==> src/rtl/qmac_pkg.sv <==
// Shared constants and types for the quantization MAC input path.
package qmac_pkg;

  localparam int ACC_W = 28;

  localparam logic [2:0] MODE_S1  = 3'd1;
  localparam logic [2:0] MODE_S2  = 3'd2;
  localparam logic [2:0] MODE_S3  = 3'd3;
  localparam logic [2:0] MODE_S4  = 3'd4;
  localparam logic [2:0] MODE_S5  = 3'd5;
  localparam logic [2:0] MODE_DEF = 3'd6;

  typedef enum logic [1:0] {
    ST_IDLE = 2'd0,
    ST_RUN  = 2'd1,
    ST_DONE = 2'd2
  } state_t;

  // Modes 1..5 select their own shift; anything else falls back to 6.
  function automatic logic [2:0] shift_of(input logic [2:0] mode);
    logic [2:0] sh;
    case (mode)
      MODE_S1, MODE_S2, MODE_S3, MODE_S4, MODE_S5: sh = mode;
      default:                                     sh = 3'd6;
    endcase
    return sh;
  endfunction

endpackage

==> src/rtl/inport.sv <==
// Combinational int8 alignment stage: zero-extend and left-shift by mode.
module inport
  import qmac_pkg::*;
#(
  parameter int OUT_W = 28
) (
  input  logic [7:0]       data,
  input  logic [2:0]       mode,
  output logic [OUT_W-1:0] aligned
);

  logic [OUT_W-1:0] ext;

  assign ext     = {{(OUT_W-8){1'b0}}, data};
  assign aligned = ext << shift_of(mode);

endmodule

==> src/rtl/inport_acc_ctrl.sv <==
// Sequences a vector of int8 samples through inport and accumulates the aligned sum;
// one sample per cycle, result held on out_sum/out_valid until out_ready.
module inport_acc_ctrl #(
  parameter int ACC_W = 28
) (
  input  logic             clk,
  input  logic             rst,
  input  logic             start,
  input  logic [7:0]       cfg_len,
  input  logic [2:0]       cfg_mode,
  input  logic [7:0]       in_data,
  input  logic             in_valid,
  output logic             in_ready,
  output logic [ACC_W-1:0] out_sum,
  output logic             out_valid,
  input  logic             out_ready,
  output logic             busy
);
  import qmac_pkg::*;

  state_t           state;
  logic [8:0]       count;
  logic [2:0]       mode;
  logic [ACC_W-1:0] acc;
  logic [ACC_W-1:0] aligned;

  inport #(.OUT_W(ACC_W)) u_inport (
    .data    (in_data),
    .mode    (mode),
    .aligned (aligned)
  );

  assign out_sum = acc;

  always_ff @(posedge clk) begin
    if (rst) begin
      state     <= ST_IDLE;
      count     <= 9'd0;
      mode      <= MODE_DEF;
      acc       <= '0;
      in_ready  <= 1'b0;
      out_valid <= 1'b0;
      busy      <= 1'b0;
    end else begin
      case (state)
        ST_IDLE: begin
          if (start) begin
            // A length of 0 encodes a full 256-sample vector.
            count    <= (cfg_len == 8'd0) ? 9'd256 : {1'b0, cfg_len};
            mode     <= cfg_mode;
            acc      <= '0;
            state    <= ST_RUN;
            in_ready <= 1'b1;
            busy     <= 1'b1;
          end
        end
        ST_RUN: begin
          if (in_valid && in_ready) begin
            acc   <= acc + aligned;
            count <= count - 9'd1;
            if (count == 9'd1) begin
              state     <= ST_DONE;
              in_ready  <= 1'b0;
              out_valid <= 1'b1;
            end
          end
        end
        ST_DONE: begin
          if (out_ready) begin
            state     <= ST_IDLE;
            out_valid <= 1'b0;
            busy      <= 1'b0;
          end
        end
        default: begin
          state     <= ST_IDLE;
          in_ready  <= 1'b0;
          out_valid <= 1'b0;
          busy      <= 1'b0;
        end
      endcase
    end
  end

endmodule

==> config.mk <==
export PLATFORM = sky130hd
export DESIGN_NAME = inport_acc_ctrl
export DESIGN_NICKNAME = d
export VERILOG_FILES = /design/src/rtl/qmac_pkg.sv /design/src/rtl/inport.sv /design/src/rtl/inport_acc_ctrl.sv
export SDC_FILE = /design/constraint.sdc
export NUM_CORES = 1
export LEC_CHECK = 0
export ABC_AREA = 1
export CAP_MARGIN = 20
export CORE_ASPECT_RATIO = 0.8
export CORE_MARGIN = 2
export CORE_UTILIZATION = 55
export CTS_BUF_LIST = sky130_fd_sc_hd__clkbuf_16
export CTS_CLUSTER_DIAMETER = 50
export DETAILED_ROUTE_END_ITERATION = 8
export PLACE_DENSITY_LB_ADDON = 0.08
export SLEW_MARGIN = 15
export SYNTH_ARGS = -nofsm -noshare
export SYNTH_HDL_FRONTEND = slang
export SYNTH_SLANG_ARGS = --single-unit
==> constraint.sdc <==
create_clock -name clk -period 2.88 [get_ports clk]
set_input_delay 0.432 -clock clk [delete_from_list [all_inputs] [get_ports clk]]
set_output_delay 0.432 -clock clk [all_outputs]
set_load 0.01 [all_outputs]
==> flow_metrics.py <==
metrics = {
    "yosys": {
        "ys_seq_elements": 45,
        "syn_area_sq_mm": 0.00356,
        "seq_area_frac_synth_pct": 25.3,
        "yosysUniqueCellTypes": 40,
        "syn_inst": 578,
        "yosys_warnings": 0,
        "synth-edff-count": 0,
        "ys.flop_type": "dfxtp_1",
        "synth.avg_cell_area_sq_um": 6.17,
        "synthArstFlopShare_pct": 0,
    },
    "grt": {
        "grt_max_degree": 23,
        "grt_pass1_vias": 3671,
        "antenna_found_initial": 0,
        "grt_pass1_wl_microns": 16100,
        "overflow": 0,
        "grt_usage_pct": 27.5,
    },
    "routing": {
        "first_pass_iters": 5,
        "vias": 3977,
        "postRouteAntennaNets": 0,
        "wl_microns": 9710,
        "viasPerCell": 5.47,
        "drc": 0,
        "drtIter0Drc": 297,
        "routedWlPerCell_microns": 13.4,
    },
    "clocking": {
        "htreeDepth": 2,
        "clk_latency_ps": 280,
        "clockBufferDepth": 2,
        "clk_pin_slew_ps": 60,
        "cts_root_buf": "clkbuf_16",
        "holdBufCountCts": 0,
        "cts_tree": "yes",
        "cts_buffers": 5,
        "clock_sinks": 45,
    },
    "status": {
        "status": "completed",
    },
    "place": {
        "dpl_worst_slack_ps": -60.9,
        "io_buffers": 54,
        "dp_hpwl_microns": 7390,
        "gp_congestion": 0.975,
    },
    "sta": {
        "final.setup.worst_slack_ps": 134,
        "tns_ps": 0,
        "finalMaxSlewViolations": 0,
        "timing.final.crit_share_pct": 95.4,
        "timing.hold.ws_ps": 467,
        "rsz0062_at_grt": "yes",
        "max_freq_mhz": 364,
        "skew_ps": 6.64,
        "period_minus_slack_ps": 2750,
        "finalHoldViolations": 0,
        "setup_viol_count_final": 0,
    },
    "power": {
        "p_seq_share_pct": 37.7,
        "clkPwrFrac_pct": 30.4,
        "peakVddDrop_mv": 0.367,
        "leakage_nw": 2.00,
        "switchingPower_w": 0.000614,
        "p_int_w": 0.00120,
        "power_density_mw_per_mm2": 403,
        "combPwrFrac_pct": 31.9,
        "swShare_pct": 33.9,
    },
    "cells_and_area": {
        "multi_input_area_sq_mm": 0.00238,
        "fin_util_pct": 71.2,
        "regArea_sq_um": 901,
        "antenna_cells_inserted": 0,
        "final_common_cell": "nand2_1",
        "final_cell_mix": "nand2_1 (159), inv_1 (77), clkdlybuf4s50_1 (54)",
        "drive_gt1_share_pct": 12.0,
        "num-fill-cells": 550,
        "fin_nets": 687,
        "syn_to_final_growth_pct": 26.1,
    },
    "run": {
        "cap_viol_max_count": 0,
    },
    "worst_setup_path": {
        "crit_buf_inv": 4,
        "cp.required_ps": 3050,
        "slowest_stage": "ha_1",
        "rr_endpoint": "out_sum[10]",
        "worstSetupStartpoint": "mode[2]",
        "endpoint_kind": "flip-flop",
        "critPathTopFamily": "simple AND/OR/NAND/NOR gates",
        "cp.arrival_ps": 2920,
        "worstSetupPathType": "reg2reg",
        "path_cells": "buf_4 > o21ai_2 > clkinvlp_4 > a31oi_1 > o21ai_1 > ha_1 > nand2_2 > inv_1 > nand2_1 > nand2_1 > inv_1 > nand3_1 > or2_2 > nand3_1 > a21oi_1",
        "rr_worst_depth": 15,
        "worstPathMaxFanout": 8,
        "rrSetupSlack_ps": 130,
        "slowest_delay_ps": 380,
        "r2r_start": "mode[2]",
        "worstSetupStartpointType": "flip-flop",
    },
    "floorplanning": {
        "fp.dieW_microns": 94.0,
        "row_count": 26,
        "dieArea_sq_mm": 0.00714,
        "start_util_pct": 56.5,
        "die_y_microns": 76.0,
        "coreArea_sq_mm": 0.00631,
        "io_pins": 55,
    },
    "min_path": {
        "whs_endpoint": "busy",
        "hold-path-cell-count": 2,
        "hold_class": "reg2reg",
        "min_from": "busy",
    },
}
## how the worst max path moves through the flow
stage	to	slack (ps)	depth (start not counted)
final	out_sum[10]	130	15
after global routing	out_sum[24]	-100	16
after CTS	out_sum[15]	170	19
after detailed placement	out_sum[9]	-60	15
after global placement	out_sum[9]	10	15
after floorplan	out_sum[15]	510	15
## sequential cells by signal, indices dropped and copies added, names as in the netlist
signal	flops
count	9
mode	3
busy	1
out_valid	1
state	2
in_ready	1
out_sum	28
## per-stage QoR
step	area [sq um]	total power, W	instances
after CTS	4410	0.00178	726
final	4490	0.00181	727
after floorplan	3570	0.00106	579
after detailed placement	4230	0.00122	715
after global routing	4490	0.00191	727
after global placement	4230	0.00120	715
## kinds of logic (layout without fill, tap and decap cells)
| kind of cell | after synthesis | in the layout | share of synthesized area [%] |
|---|---|---|---|
| AO/OA/AOI/OAI | 99 | 99 | 15.2 |
| XOR/XNOR | 7 | 7 | 1.72 |
| adder cells (fa/ha/maj) | 21 | 21 | 7.58 |
| buffers and inverters | 93 | 157 | 10.2 |
| flip-flops | 45 | 45 | 25.3 |
| multiplexers | 4 | 4 | 1.12 |
| other | 1 | 2 | 0.105 |
| AND/OR/NAND/NOR | 308 | 308 | 38.8 |
## synthesized netlist by cell type, types with 5 or more instances
library cell,n,share of area [%]
a21oi_1,47,6.6
nor2_1,46,4.8
inv_1,75,7.9
dfxtp_1,45,25
nand3_1,45,6.3
nand2_2,12,2.1
nor2_2,6,1.1
nand4_1,9,1.6
o21ai_1,10,1.4
xor2_1,6,1.5
nor3_1,12,1.7
nand2_1,161,17
a31oi_1,7,1.2
clkbuf_1,5,0.53
buf_2,6,0.84
o21ai_0,25,3.5
ha_1,20,7.0
## area by class of cell
cell class	instances	share of cell area, %
Multi-Input combinational cell	441	52.9
Sequential cell	45	20.1
Timing Repair Buffer	69	14.8
Inverter	80	6.77
Clock buffer	5	2.78
Tap cell	84	2.34
Clock inverter	3	0.334
## power groups by stage
| stage | combinational [W] | clock [W] | sequential (W) |
|---|---|---|---|
| floorplan | 0.000368 | 0 | 0.000697 |
| global placement | 0.000510 | 0 | 0.000694 |
| detailed placement | 0.000522 | 0 | 0.000696 |
| CTS | 0.000534 | 0.000559 | 0.000683 |
| global route | 0.000637 | 0.000589 | 0.000687 |
| finish | 0.000577 | 0.000550 | 0.000683 |
## worst register-to-register path, stage by stage (launching register included)
cell,delay (ps)
dfxtp_1,340
buf_4,170
o21ai_2,210
clkinvlp_4,240
a31oi_1,250
o21ai_1,90
ha_1,380
nand2_2,160
inv_1,50
nand2_1,60
nand2_1,60
inv_1,60
nand3_1,130
or2_2,300
nand3_1,70
a21oi_1,60
## repair_timing
item,in CTS,in global routing
pin swaps,0,3
setup buffers,3,1
gates resized for setup,0,20
setup endpoints to repair,2,19
## metal layers
metal | global-route usage [%] | vias to the layer above | wire length [microns]
li1 | - | 1998 | -
met1 | 38.3 | 1831 | 4490
met2 | 44.8 | 144 | 4540
met3 | 5.14 | 4 | 626
met4 | 5.22 | 0 | 48
met5 | 0 | - | 0
(Power assumes the default switching activity.)
==> edit 1, RTL diff (same settings) <==
The 3 states of `state_t` get a one-hot encoding in 3 bits.
--- a/src/rtl/qmac_pkg.sv
+++ b/src/rtl/qmac_pkg.sv
@@ -10,10 +10,10 @@
   localparam logic [2:0] MODE_S5  = 3'd5;
   localparam logic [2:0] MODE_DEF = 3'd6;
 
-  typedef enum logic [1:0] {
-    ST_IDLE = 2'd0,
-    ST_RUN  = 2'd1,
-    ST_DONE = 2'd2
+  typedef enum logic [2:0] {
+    ST_IDLE = 3'b001,
+    ST_RUN  = 3'b010,
+    ST_DONE = 3'b100
   } state_t;
 
   // Modes 1..5 select their own shift; anything else falls back to 6.
Function: no difference found for any inputs over 4 cycles, from zero or initial values and one cycle with rst high; so few cycles prove little.
==> edit 1 against the original RTL <==
Critical path type unchanged; sequential cell count grew 1; highest routed layer unchanged; count of clock-buffer cells in the layout is the same; routed wire length grew 5.0%; total power grew 8.7%; global-route usage grew 0.88 points; design area grew 1.4%; largest power group unchanged; worst setup slack gained 66 ps; critical endpoint is now out_sum[19]; area after synthesis grew 3.8%.
==> edit 1: results (changes against the original RTL) <==
Yosys
  – Sequential cell area fraction in the yosys report: 24.89% (-0.39 points)
  – Biggest area consumer among synthesized cells: dfxtp_1
  – Post-Synthesis Cells: 609 (+5.4%)
  – Top cells by area in the synthesized netlist: dfxtp_1, nand2_1, inv_1
  – Top cell types by occurrence after synthesis: nand2_1, inv_1, nor2_1, dfxtp_1, nand3_1
  – Library cells used by synthesis: 43 (+7.5%)
  – Synth Flop Type: dfxtp_1

Placement
  – Post-detailed-placement cell area: 0.004323 mm² (+2.2%)
  – DP Worst Slack: 11.38 ps (+72.31 ps)
  – Inst Count DP: 744 (+4.1%)
  – Routability congestion estimate: 0.9804 (+0.58%)
  – HPWL after detailed placement: 7633 µm (+3.3%)

Power and ir drop
  – Sequential cell fraction of total power: 35.7% (-2.0 points)
  – Maximum resistive drop on vdd: 0.3457 mV (-5.9%)
  – Leakage power total: 2.112 nW (+5.8%)
  – Internal power: 1.236 mW (+3.4%)
  – Total sequential power: 0.703 mW (+3%)
  – Clock-net power: 0.590 mW (+7.3%)

Drt
  – Top layer in use: met4
  – TritonRoute pass-1 iters: 7 (+2)
  – Total wire length: 10190 µm (+5.0%)
  – Detailed-route wire length per cell: 13.50 µm (+1.1%)
  – Sum of met2 wire segment lengths after detailed routing: 4649 µm (+2.3%)
  – Vias per std cell: 5.388 (-1.5%)
  – Initial detailed-routing violation count: 286 (-3.7%)
  – Wire length on met3: 701 µm (+12%)
  – Post-route met1 wirelength: 4715 µm (+4.9%)

GRT
  – Largest net degree at the start of global routing: 27 (+17%)
  – Met1 track utilization from global routing: 40.35% (+2.0 points)
  – Wire length of the first global-routing pass: 16780 µm (+4.0%)
  – Via count of the first global-routing pass: 3717 (+1.3%)
  – Met3 track demand over resource: 4.660% (-0.48 points)
  – Met2 Use GR: 44.55% (-0.24 points)
  – All-Layer GR Usage: 28.40% (+0.88 points)

Timing
  – Fin Clk Skew: 4.333 ps (-2.303 ps)

Final layout
  – Combined flip-flop and latch cell area: 927.1 µm² (+2.9%)
  – Buffers excl. clock: 65 (-5.8%)
  – Layout Utilization: 70.71% (-0.49 points)
  – Multi-input logic area: 0.002431 mm² (+2.3%)
  – Share of final layout cell area taken by clock buffers and inverters: 3.132% (+0.013 points)
  – Fraction of layout instances using a drive strength above 1: 10.73% (-1.2 points)
  – Flip-flop count of the largest register after layout: 28 (unchanged)
  – Seq area share: 20.36% (+0.31 points)
  – Final Net Count: 715 (+4.1%)
  – Inverters: 86 (+7.5%)
  – Num sequential: 46 (+2.2%)
  – Portion of the layout cell area used by non-clock buffers: 13.68% (-1.1 points)
  – FILL cells: 548 (-0.36%)
  – Multi-input gates: 466 (+5.7%)

Critical path
  – Standard cell with the maximum stage delay on the critical path: ha_2
  – Highest cell delay on the worst timing path: 400 ps (+20 ps)
  – Crit Path Max Fanout: 8 (unchanged)
  – Cell family with the largest share of critical-path delay: simple AND/OR/NAND/NOR gates
  – Worst path arrival time: 2910 ps (about the same)

CTS
  – CTS HTree Levels: 2 (unchanged)
  – Clock Latency Late Sink: 290 ps
  – CTS Buf Count: 5 (unchanged)

Outcome
  – Status: completed
-- edit 1: cell count changes in the layout (fill, tap and decap cells not counted), sizes merged, moves of 3 or more --
cell    unedited run  this run
inv               81        86
a21oi             50        46
or2                3         6
nand4              9         5
nor3              12         8
nand2            173       200
a31oi              7         4
clkinv             0         3
nor2              56        66
o211ai             1         5
mux2i              4         1
buf               15        11
-- edit 1: repair_timing --
item	4_1_cts	5_1_grt
gates resized for setup	1	25
setup buffers	0	3
setup endpoints to repair	3	21
pin swaps	0	10
-- edit 1: cell families after synthesis --
group           count (synthesis)  share of synthesized area (%)
buf+inv                        98                          11.13
flops                          46                          24.89
simple gates                  343                          41.43
mux                             1                         0.2706
other cells                     1                         0.1014
fa+ha+maj                      21                          7.305
xor+xnor                        4                         0.9468
compound gates                 95                          13.93
-- edit 1: final timing paths --
path	start	endpoint	cells after the start	slack (ps)
max	mode[1]	out_sum[19]	17	200
min	out_valid	out_valid	2	480
max reg2reg	mode[1]	out_sum[19]	17	200
min reg2reg	out_valid	out_valid	2	480
==> edit 2, RTL diff (same flow settings) <==
Without the edit above. `ACC_W` is set to 28 in 2 places; all go to 56.
--- a/src/rtl/qmac_pkg.sv
+++ b/src/rtl/qmac_pkg.sv
@@ -1,7 +1,7 @@
 // Shared constants and types for the quantization MAC input path.
 package qmac_pkg;
 
-  localparam int ACC_W = 28;
+  localparam int ACC_W = 56;
 
   localparam logic [2:0] MODE_S1  = 3'd1;
   localparam logic [2:0] MODE_S2  = 3'd2;
--- a/src/rtl/inport_acc_ctrl.sv
+++ b/src/rtl/inport_acc_ctrl.sv
@@ -1,7 +1,7 @@
 // Sequences a vector of int8 samples through inport and accumulates the aligned sum;
 // one sample per cycle, result held on out_sum/out_valid until out_ready.
 module inport_acc_ctrl #(
-  parameter int ACC_W = 28
+  parameter int ACC_W = 56
 ) (
   input  logic             clk,
   input  logic             rst,
Interface: changed (resized out_sum); port bits go from 55 to 83. The function was not compared with the original's and may differ.
==> edit 2 against the original RTL <==
Routed wire length up 85%; sequential cell count up 28; die area up 47%; total power up 120%; design area up 63%; via count up 60%; area after synthesis up 49%; worst setup slack worse by 130 ps; largest cell class unchanged; highest routed layer unchanged.
==> edit 2: results (changes against the original RTL) <==
Yosys
  – Library cells used by synthesis: 47 (+18%)
  – Synth Warn #: 0 (unchanged)
  – Multiplexer fraction of the synthesized cell area: 0.5888% (-0.53 points)
  – XOR/XNOR Fraction of Synth Area: 1.154% (-0.57 points)
  – Ys async rst share: 0% (unchanged)
  – Top cell types by occurrence after synthesis: nand2_1, inv_1, nor2_1, dfxtp_1, a21oi_1
  – Post-Synthesis Cells: 855 (+48%)
  – Fraction of the mapped netlist area in adder cells: 4.852% (-2.7 points)
  – Top cells by area in the synthesized netlist: dfxtp_1, nand2_1, inv_1
  – Area fraction in compound gates after synthesis: 13.26% (-1.9 points)
  – Sequential cell area fraction in the yosys report: 27.51% (+2.2 points)

Timing
  – Slew of the pin with the lowest slew margin: ~530 ps
  – Fin Clk Skew: 7.701 ps (+1.066 ps)

Placement
  – HPWL after detailed placement: 13110 µm (+78%)
  – Routability congestion estimate: 0.9519 (-2.3%)
  – Count of input and output buffers: 82 (+52%)
  – Inst Count DP: 1081 (+51%)

Power and ir drop
  – Clk network pwr share: 29.0% (-1.4 points)
  – Top Consumer: combinational logic
  – Leakage power total: 3.075 nW (+54%)
  – Sequential cell fraction of total power: 29.7% (-8.0 points)
  – Maximum resistive drop on vdd: 0.4335 mV (+18%)
  – Internal power: 2.453 mW (+110%)

CTS
  – Number of buffers inserted by post-CTS setup repair: 1 (-2)
  – Post-cts repair resize count: 17 (+17)
  – Clock Latency Late Sink: 340 ps (+60 ps)
  – CTS HTree Levels: 3 (+1)
  – CTS Buf Count: 9 (+4)

Final layout
  – Fraction of layout instances using a drive strength above 1: 20.14% (+8.2 points)
  – Flip-flop count of the largest register after layout: 56 (+100%)
  – FILL cells: 750 (+36%)
  – Final Net Count: 1032 (+50%)

Critical path
  – Number of cell instances on the worst register-to-register path: 16 (+1)
  – Flop-to-flop setup slack: 5 ps (-130 ps)
  – Worst path arrival time: 3100 ps (+180 ps)
  – Cell family with the largest share of critical-path delay: simple AND/OR/NAND/NOR gates
  – Crit Path Max Fanout: 3 (-5)
  – Standard cell with the maximum stage delay on the critical path: mux2_2
  – Reg-to-reg critical path startpoint: mode[0]

Drt
  – TritonRoute pass-1 iters: 7 (+2)
  – Total wire length: 18010 µm (+85%)
  – Initial detailed-routing violation count: 780 (+160%)
  – Via count of the routed design: 6379 (+60%)
  – Detailed-route wire length per cell: 16.20 µm (+21%)

GRT
  – Wire length of the first global-routing pass: 27550 µm (+71%)
  – All-Layer GR Usage: 32.95% (+5.4 points)
  – Via count of the first global-routing pass: 5551 (+51%)
  – Largest net degree at the start of global routing: 30 (+30%)

Outcome
  – Status: completed

Worst hold path
  – Worst-case hold path end point: out_valid
  – Launch point of the worst hold path: out_valid
[edit 2: cell types whose count changed after synthesis, moves of 5 or more]
| cell | before | now |
|---|---|---|
| o21ai_1 | 10 | 5 |
| inv_1 | 75 | 108 |
| nor2_1 | 46 | 94 |
| nand3b_1 | 2 | 10 |
| o21ai_0 | 25 | 45 |
| a21oi_1 | 47 | 57 |
| dfxtp_1 | 45 | 73 |
| nor3_1 | 12 | 28 |
| nand4_1 | 9 | 25 |
| nand3_1 | 45 | 54 |
| nand2_1 | 161 | 229 |
[edit 2: worst max-delay path by stage]
stage,from,to,slack [ps],depth (start not counted)
after global placement,in_data[5],out_sum[34],-220,14
final,mode[0],out_sum[10],5,16
after detailed placement,in_data[5],out_sum[34],-310,14
after global routing,mode[0],out_sum[10],-110,16
after CTS,mode[0],out_sum[37],-30,17
after floorplan,mode[0],out_sum[39],300,14
[edit 2: stage by stage]
stage               worst slack (ps)  hold slack (ps)  area (µm²)  total power [mW]
floorplan                      299.1            483.1        5316             2.132
global placement              -215.7            448.3        6513             2.578
detailed placement            -308.6            465.9        6513             2.611
CTS                           -34.31            474.1        6863             3.799
global route                  -106.1            495.6        7302             4.255
finish                         5.116            465.9        7302             4.045
[edit 2: layout make-up]
class | instances | area share (%)
Inverter | 118 | 6.134
Tap cell | 119 | 2.039
Multi-Input combinational cell | 648 | 50.39
Clock inverter | 7 | 1.062
Clock buffer | 9 | 3.084
Sequential cell | 73 | 20.07
Timing Repair Buffer | 138 | 17.22
[edit 2: per-layer routing]
| metal | share of wire, % | global-route usage [%] | vias up |
|---|---|---|---|
| met2 | 42 | 47.06 | 359 |
| met1 | 44 | 51.52 | 2922 |
| met5 | 0 | 0 | - |
| li1 | - | - | 3073 |
| met3 | 13 | 6.940 | 25 |
| met4 | 0.82 | 4.776 | 0 |
